## config.mk

```make
export PLATFORM = sky130hd
export DESIGN_NAME = rr_bus_scheduler_flat
export DESIGN_NICKNAME = d
export VERILOG_FILES = /design/src/rtl/rr_bus_scheduler_if.sv /design/src/rtl/rr_bus_scheduler.sv /design/src/flat_wrapper.sv
export SDC_FILE = /design/constraint.sdc
export NUM_CORES = 1
export LEC_CHECK = 0
export ABC_AREA = 0
export BUFFER_PORTS_ARGS = -buffer_cell sky130_fd_sc_hd__buf_2
export CAP_MARGIN = 20
export CELL_PAD_IN_SITES_DETAIL_PLACEMENT = 0
export CELL_PAD_IN_SITES_GLOBAL_PLACEMENT = 1
export CORE_MARGIN = 2
export CORE_UTILIZATION = 47
export CTS_CLUSTER_DIAMETER = 100
export CTS_CLUSTER_SIZE = 20
export DETAILED_ROUTE_END_ITERATION = 16
export PLACE_DENSITY = 0.84
export SYNTH_ARGS = -nofsm -noshare
export SYNTH_HDL_FRONTEND = slang
export SYNTH_HIERARCHICAL = 1
export SYNTH_SLANG_ARGS = --single-unit
```

## constraint.sdc

```tcl
create_clock -name clk -period 7 [get_ports clk]
set_clock_uncertainty 0.05 [all_clocks]
set_input_delay 1.05 -clock clk [delete_from_list [all_inputs] [get_ports clk]]
set_output_delay 1.05 -clock clk [all_outputs]
set_load 0.01 [all_outputs]
```

## src/rtl/rr_bus_scheduler_if.sv

```systemverilog
// Requester/resource handshake bundle for the round-robin bus scheduler.
// master: scheduler side. slave: requesters plus the shared resource.
interface rr_bus_scheduler_if #(
    parameter int N     = 4,
    parameter int W_CNT = 8
);
    localparam int SEL_W = $clog2(N);

    logic [N-1:0]     req;
    logic [N-1:0]     ack;
    logic             err;
    logic [SEL_W-1:0] sel;
    logic             sel_valid;
    logic             res_req;
    logic             res_ack;
    logic             busy;
    logic [W_CNT-1:0] grant_total;
    logic [W_CNT-1:0] timeout_total;

    modport master (
        input  req, res_ack,
        output ack, err, sel, sel_valid, res_req, busy, grant_total, timeout_total
    );

    modport slave (
        output req, res_ack,
        input  ack, err, sel, sel_valid, res_req, busy, grant_total, timeout_total
    );
endinterface

```

## src/rtl/rr_bus_scheduler.sv

```systemverilog
// Round-robin scheduler sharing one four-phase resource between N
// four-phase requesters, with completion watchdog and grant/abort counters.

// One synchronizer lane: SYNC-deep flop chain for an asynchronous level.
module rr_sync_lane #(
    parameter int SYNC = 2
) (
    input  logic clk,
    input  logic reset,
    input  logic d,
    output logic q
);
    logic [SYNC-1:0] sync_pipe;

    // shift the raw level through the chain; the last stage is the only one used
    always_ff @(posedge clk) begin
        if (reset) sync_pipe <= '0;
        else       sync_pipe <= {sync_pipe[SYNC-2:0], d};
    end

    assign q = sync_pipe[SYNC-1];
endmodule

module rr_bus_scheduler #(
    parameter int N       = 4,
    parameter int SYNC    = 2,
    parameter int TIMEOUT = 255,
    parameter int W_CNT   = 8
) (
    input logic               clk,
    input logic               reset,
    rr_bus_scheduler_if.master bus
);
    localparam int SEL_W = $clog2(N);
    // watchdog only ever needs to reach TIMEOUT-1
    localparam int WD_W  = (TIMEOUT > 1) ? $clog2(TIMEOUT) : 1;
    localparam logic [WD_W-1:0]  WD_LAST  = WD_W'((TIMEOUT > 0) ? TIMEOUT - 1 : 0);
    localparam logic [SEL_W-1:0] SEL_LAST = SEL_W'(N - 1);

    typedef enum logic [1:0] {IDLE, ISSUE, RESP} state_t;

    typedef struct packed {
        state_t           state;
        logic [SEL_W-1:0] sel;
        logic [SEL_W-1:0] last;
        logic [N-1:0]     ack;
        logic             err;
        logic             res_req;
        logic [WD_W-1:0]  wd;
        logic [W_CNT-1:0] grants;
        logic [W_CNT-1:0] tmos;
    } regs_t;

    // last = N-1 so user 0 has first priority out of reset
    localparam regs_t R_RST = '{
        state: IDLE, sel: '0, last: SEL_LAST, ack: '0, err: 1'b0,
        res_req: 1'b0, wd: '0, grants: '0, tmos: '0
    };

    logic [N-1:0]     req_raw;
    logic [N-1:0]     req_s;
    logic             res_ack_s;
    logic             found;
    logic [SEL_W-1:0] win;
    logic [SEL_W-1:0] cand;
    regs_t            r_q, r_d;

    assign req_raw = bus.req;

    rr_sync_lane #(.SYNC(SYNC)) u_req_sync [N-1:0] (
        .clk   (clk),
        .reset (reset),
        .d     (req_raw),
        .q     (req_s)
    );

    rr_sync_lane #(.SYNC(SYNC)) u_ack_sync (
        .clk   (clk),
        .reset (reset),
        .d     (bus.res_ack),
        .q     (res_ack_s)
    );

    // round-robin pick: first synchronized request after last, with wrap
    always_comb begin
        found = 1'b0;
        win   = r_q.last;
        cand  = r_q.last;
        for (int k = 0; k < N; k++) begin
            cand = (cand == SEL_LAST) ? '0 : cand + SEL_W'(1);
            if (!found && req_s[cand]) begin
                found = 1'b1;
                win   = cand;
            end
        end
    end

    // state and datapath registers; reset aborts any transaction in flight
    always_ff @(posedge clk) begin
        if (reset) r_q <= R_RST;
        else       r_q <= r_d;
    end

    // next-state: grant, wait for completion or watchdog, wait for release
    always_comb begin
        r_d = r_q;
        case (r_q.state)
            IDLE: begin
                // a completion level still high from an earlier abort blocks new grants
                if (found && !res_ack_s) begin
                    r_d.state   = ISSUE;
                    r_d.sel     = win;
                    r_d.res_req = 1'b1;
                    r_d.wd      = '0;
                end
            end
            ISSUE: begin
                if (res_ack_s) begin
                    r_d.state   = RESP;
                    r_d.res_req = 1'b0;
                    r_d.ack     = {{(N-1){1'b0}}, 1'b1} << r_q.sel;
                    r_d.err     = 1'b0;
                    r_d.grants  = r_q.grants + W_CNT'(1);
                end else if (TIMEOUT != 0 && r_q.wd == WD_LAST) begin
                    r_d.state   = RESP;
                    r_d.res_req = 1'b0;
                    r_d.ack     = {{(N-1){1'b0}}, 1'b1} << r_q.sel;
                    r_d.err     = 1'b1;
                    if (r_q.tmos != '1) r_d.tmos = r_q.tmos + W_CNT'(1);
                end else begin
                    r_d.wd = r_q.wd + WD_W'(1);
                end
            end
            RESP: begin
                // sel holds through the return to idle; only sel_valid drops
                if (!req_s[r_q.sel] && !res_ack_s) begin
                    r_d.state = IDLE;
                    r_d.ack   = '0;
                    r_d.err   = 1'b0;
                    r_d.last  = r_q.sel;
                end
            end
            default: r_d.state = IDLE;
        endcase
    end

    assign bus.ack           = r_q.ack;
    assign bus.err           = r_q.err;
    assign bus.sel           = r_q.sel;
    assign bus.sel_valid     = (r_q.state == ISSUE) || (r_q.state == RESP);
    assign bus.res_req       = r_q.res_req;
    assign bus.busy          = (r_q.state != IDLE);
    assign bus.grant_total   = r_q.grants;
    assign bus.timeout_total = r_q.tmos;
endmodule

```

## src/flat_wrapper.sv

```systemverilog
// flat-port wrapper written by rule: the top's interface ports become plain ports
module rr_bus_scheduler_flat 
#(
    parameter int N       = 4,
    parameter int SYNC    = 2,
    parameter int TIMEOUT = 255,
    parameter int W_CNT   = 8
)
  (clk, reset, bus_req, bus_res_ack, bus_ack, bus_err, bus_sel, bus_sel_valid, bus_res_req, bus_busy, bus_grant_total, bus_timeout_total);
  rr_bus_scheduler_if #(.N(N), .W_CNT(W_CNT)) bus_i ();
  input logic clk;
  input logic reset;
  input wire logic [$bits(bus_i.req)-1:0] bus_req;
  input wire logic [$bits(bus_i.res_ack)-1:0] bus_res_ack;
  output wire logic [$bits(bus_i.ack)-1:0] bus_ack;
  output wire logic [$bits(bus_i.err)-1:0] bus_err;
  output wire logic [$bits(bus_i.sel)-1:0] bus_sel;
  output wire logic [$bits(bus_i.sel_valid)-1:0] bus_sel_valid;
  output wire logic [$bits(bus_i.res_req)-1:0] bus_res_req;
  output wire logic [$bits(bus_i.busy)-1:0] bus_busy;
  output wire logic [$bits(bus_i.grant_total)-1:0] bus_grant_total;
  output wire logic [$bits(bus_i.timeout_total)-1:0] bus_timeout_total;
  assign bus_i.req = bus_req;
  assign bus_i.res_ack = bus_res_ack;
  assign bus_ack = bus_i.ack;
  assign bus_err = bus_i.err;
  assign bus_sel = bus_i.sel;
  assign bus_sel_valid = bus_i.sel_valid;
  assign bus_res_req = bus_i.res_req;
  assign bus_busy = bus_i.busy;
  assign bus_grant_total = bus_i.grant_total;
  assign bus_timeout_total = bus_i.timeout_total;
  rr_bus_scheduler #(.N(N), .SYNC(SYNC), .TIMEOUT(TIMEOUT), .W_CNT(W_CNT)) u_core (.clk(clk), .reset(reset), .bus(bus_i));
endmodule
```

==> impl_metrics.py <==
metrics = {
    "pwr": {
        "seqPwrFrac_pct": 43.6,
        "internal_power_uw": 452,
        "p_sw_share_pct": 36.1,
        "switchingPower_uw": 255,
        "pwr_density_cell_nw_per_um2": 272,
        "leakagePower_nw": 1.05,
        "combPwrFrac_pct": 33.8,
        "peakVddDrop_v": 0.000103,
        "p_clk_share_pct": 22.6,
    },
    "yosys": {
        "synth_edf_count": 0,
        "synth_nets": 297,
        "yosys-top-cells-area": "dfxtp_1, buf_4, ha_1, mux2i_1, xor2_1",
        "yosysUniqueCellTypes": 53,
        "synth_ff_type": "dfxtp_1",
        "yosysTopAreaCellShare_pct": 37.1,
        "netlist_area_um2": 2480,
        "yosys_warnings": 6,
        "synth.ff_latch_count": 46,
        "syn_area_per_cell_um2": 8.81,
        "yosysSeqAreaShare_pct": 37.1,
        "synth_area_leader_cell": "dfxtp_1",
        "synth_async_sr_flop_share_pct": 0,
        "synth_cells": 282,
    },
    "floorplan": {
        "coreArea_um2": 5110,
        "die-area_um2": 5880,
        "boundaryPins": 33,
        "rows": 26,
        "die_h_um": 76.7,
        "initial_core_util_pct": 48.6,
        "die_w_um": 76.7,
    },
    "sta": {
        "max_freq_ghz": 0.351,
        "fin_ws_ns": 4.15,
        "tightest_slew_ns": 0.675,
        "rsz0062_at_grt": "false",
        "slew_headroom_pct": 55.0,
        "fin_crit_sh_pct": 40.7,
        "setup_viol": 0,
        "finalHoldViolations": 0,
        "hold_ws_ns": 0.388,
        "maxSlewViolCount": 0,
        "finalCriticalPeriod_ns": 2.85,
        "finalSetupTns_ns": 0,
    },
    "global_route": {
        "grt_pass1_vias": 1773,
        "antenna_found_initial": 0,
        "grt_pass1_wl_um": 8000,
        "grt_max_degree": 40,
        "overflow": 0,
        "grt_util_all_layers_pct": 16.2,
    },
    "clock_tree": {
        "clock-sinks": 46,
        "clk_pin_slew_ns": 0.09,
        "htreeDepth": 2,
        "cts_buffer_depth": 2,
        "clockRootBuffer": "clkbuf_8",
        "ctsResizeCount": 0,
        "cts_buffers": 5,
        "post_cts_buffers": 0,
        "cts_tree": "done",
        "clk_latency_ns": 0.30,
        "hold_buffers": 0,
    },
    "critical_path": {
        "worstPathRequired_ns": 7.12,
        "r2r_slack_ns": 4.15,
        "cp-end-kind": "flip-flop",
        "crit_fanout": 17,
        "reg2regPathDepth": 7,
        "start_kind": "flip-flop",
        "worstReg2RegStart": "u_core/r_q[30]$_SDFFE_PP1P_",
        "worst_ep_arrival_time_ns": 2.97,
        "reg2reg_to": "u_core/bus.sel[0]$_SDFFE_PP0P_",
        "path_class": "reg -> reg",
    },
    "detailed_routing": {
        "drt-pass1-iter-count": 4,
        "num_vias": 1891,
        "drt_iter0_markers": 94,
        "wl_per_cell_um": 12.7,
        "drc": 0,
        "vias_per_cell": 5.27,
        "drtAntennaViolNets": 0,
        "routed_wl_um": 4540,
    },
    "finish": {
        "seqCellArea_um2": 921,
        "fill_cells": 516,
        "drive_gt1_share_pct": 17.6,
        "multi_input_comb_area_um2": 1300,
        "syn2layout_area_growth_pct": 4.63,
        "final_common_cell": "dfxtp_1",
        "n_antenna_cell": 0,
        "final_cell_mix": "dfxtp_1, buf_2, nor2_1",
        "layout.nets": 303,
    },
    "run_status": {
        "outcome": "finished clean",
    },
    "worst_hold_path": {
        "hold_end": "u_core/u_ack_sync/sync_pipe[1]$_SDFF_PP0_",
        "hold_class": "reg -> reg",
        "min_path_cells": 1,
        "min-delay-start": "u_core/u_ack_sync/sync_pipe[0]$_SDFF_PP0_",
    },
    "job": {
        "max-cap-violations": 0,
    },
    "place": {
        "hpwl_um": 3240,
        "place_ws_ns": 4.15,
        "io_buffers": 32,
        "gp_congestion": 0.849,
    },
}
[flip-flops by register name, summed over array words and instances, names as in the netlist]
signal and cells:
u_core/bus.timeout_total 8, u_core/r_q 12, u_core/bus.grant_total 8, u_core/bus.err 1
u_core/bus.sel 2, u_core/bus.res_req 1, u_core/u_req_sync/sync_pipe 8, u_core/bus.ack 4
u_core/u_ack_sync/sync_pipe 2
[layout make-up]
cell class / instances / area share (%)
clock inverters: 2 / 0.530
multi-input cells: 191 / 50.0
inverters: 12 / 1.73
well taps: 70 / 3.37
clock buffers: 6 / 2.79
flip-flops and latches: 46 / 35.4
repair buffers: 32 / 6.16
[cells in the mapped netlist, types with 2 or more instances]
cell and instances:
a211oi_1 2, o21ai_1 3, or3_1 4, clkbuf_1 8, and2_1 2, nor2_1 25, o21ai_2 2, and4_1 2
mux2_2 2, and3_1 5, buf_4 22, mux2i_1 10, a21oi_1 9, nand2_1 19, ha_1 8, xor2_1 11
o21ai_0 10, nor2b_1 12, nor2_2 2, dfxtp_1 46, xnor2_1 4, nand4_1 4, a31oi_1 2, nand3_1 14
a32oi_1 3, nand2b_1 4, inv_1 12, mux4_2 3, nor3_1 8
[metrics by stage]
step | power (mW) | cells | cell area (um^2) | utilization (%)
after floorplan | 0.507 | 282 | 2480 | -
final | 0.707 | 359 | 2600 | 50.9
after global routing | 0.753 | 359 | 2600 | 50.9
after detailed placement | 0.553 | 351 | 2510 | 49.2
after global placement | 0.551 | 351 | 2510 | 49.2
after CTS | 0.714 | 359 | 2600 | 50.9
[logic make-up (layout without fill, tap and decap cells)]
family / Yosys count / count (layout) / synth area share [%]
XOR/XNOR: 15 / 15 / 5.29
AO/OA/AOI/OAI: 47 / 47 / 13.7
buffers and inverters: 45 / 52 / 10.6
multiplexers: 15 / 15 / 7.66
adder cells (fa/ha/maj): 8 / 8 / 4.03
flip-flops: 46 / 46 / 37.1
AND/OR/NAND/NOR: 106 / 106 / 21.7
[routing by layer]
metal / routed length (um) / global-route usage (%) / up-vias
met2: 2030 / 26.1 / 42
met3: 190 / 4.00 / 4
li1: - / - / 981
met1: 2280 / 21.5 / 864
met5: 0 / 0 / -
met4: 41 / 4.73 / 0
[how the worst max path moves through the flow]
stage	startpoint	end	cells past startpoint
2_1_floorplan	u_core/r_q[30]$_SDFFE_PP1P_	u_core/bus.sel[0]$_SDFFE_PP0P_	8
3_3_place_gp	u_core/r_q[30]$_SDFFE_PP1P_	u_core/r_q[23]$_SDFFE_PP0P_	7
3_5_place_dp	u_core/r_q[30]$_SDFFE_PP1P_	u_core/bus.sel[0]$_SDFFE_PP0P_	7
4_1_cts	u_core/r_q[30]$_SDFFE_PP1P_	u_core/bus.sel[0]$_SDFFE_PP0P_	7
5_1_grt	u_core/r_q[30]$_SDFFE_PP1P_	u_core/bus.sel[0]$_SDFFE_PP0P_	7
6_report	u_core/r_q[30]$_SDFFE_PP1P_	u_core/bus.sel[0]$_SDFFE_PP0P_	7
[power groups by stage]
stage / Clock (mW) / Combinational [mW] / Sequential (mW)
floorplan: 0 / 0.202 / 0.305
global placement: 0 / 0.237 / 0.314
detailed placement: 0 / 0.238 / 0.314
CTS: 0.166 / 0.239 / 0.308
global route: 0.178 / 0.262 / 0.313
finish: 0.159 / 0.239 / 0.308
[critical path, cell delays in order, from the launching register on]
cell and delay [ns]:
dfxtp_1 0.68, ha_1 0.42, mux4_2 0.38, or2_1 0.26
or3_4 0.45, o21ai_2 0.22, mux2i_1 0.21, nor2_1 0.05
Power figures use the tool's default switching activity.
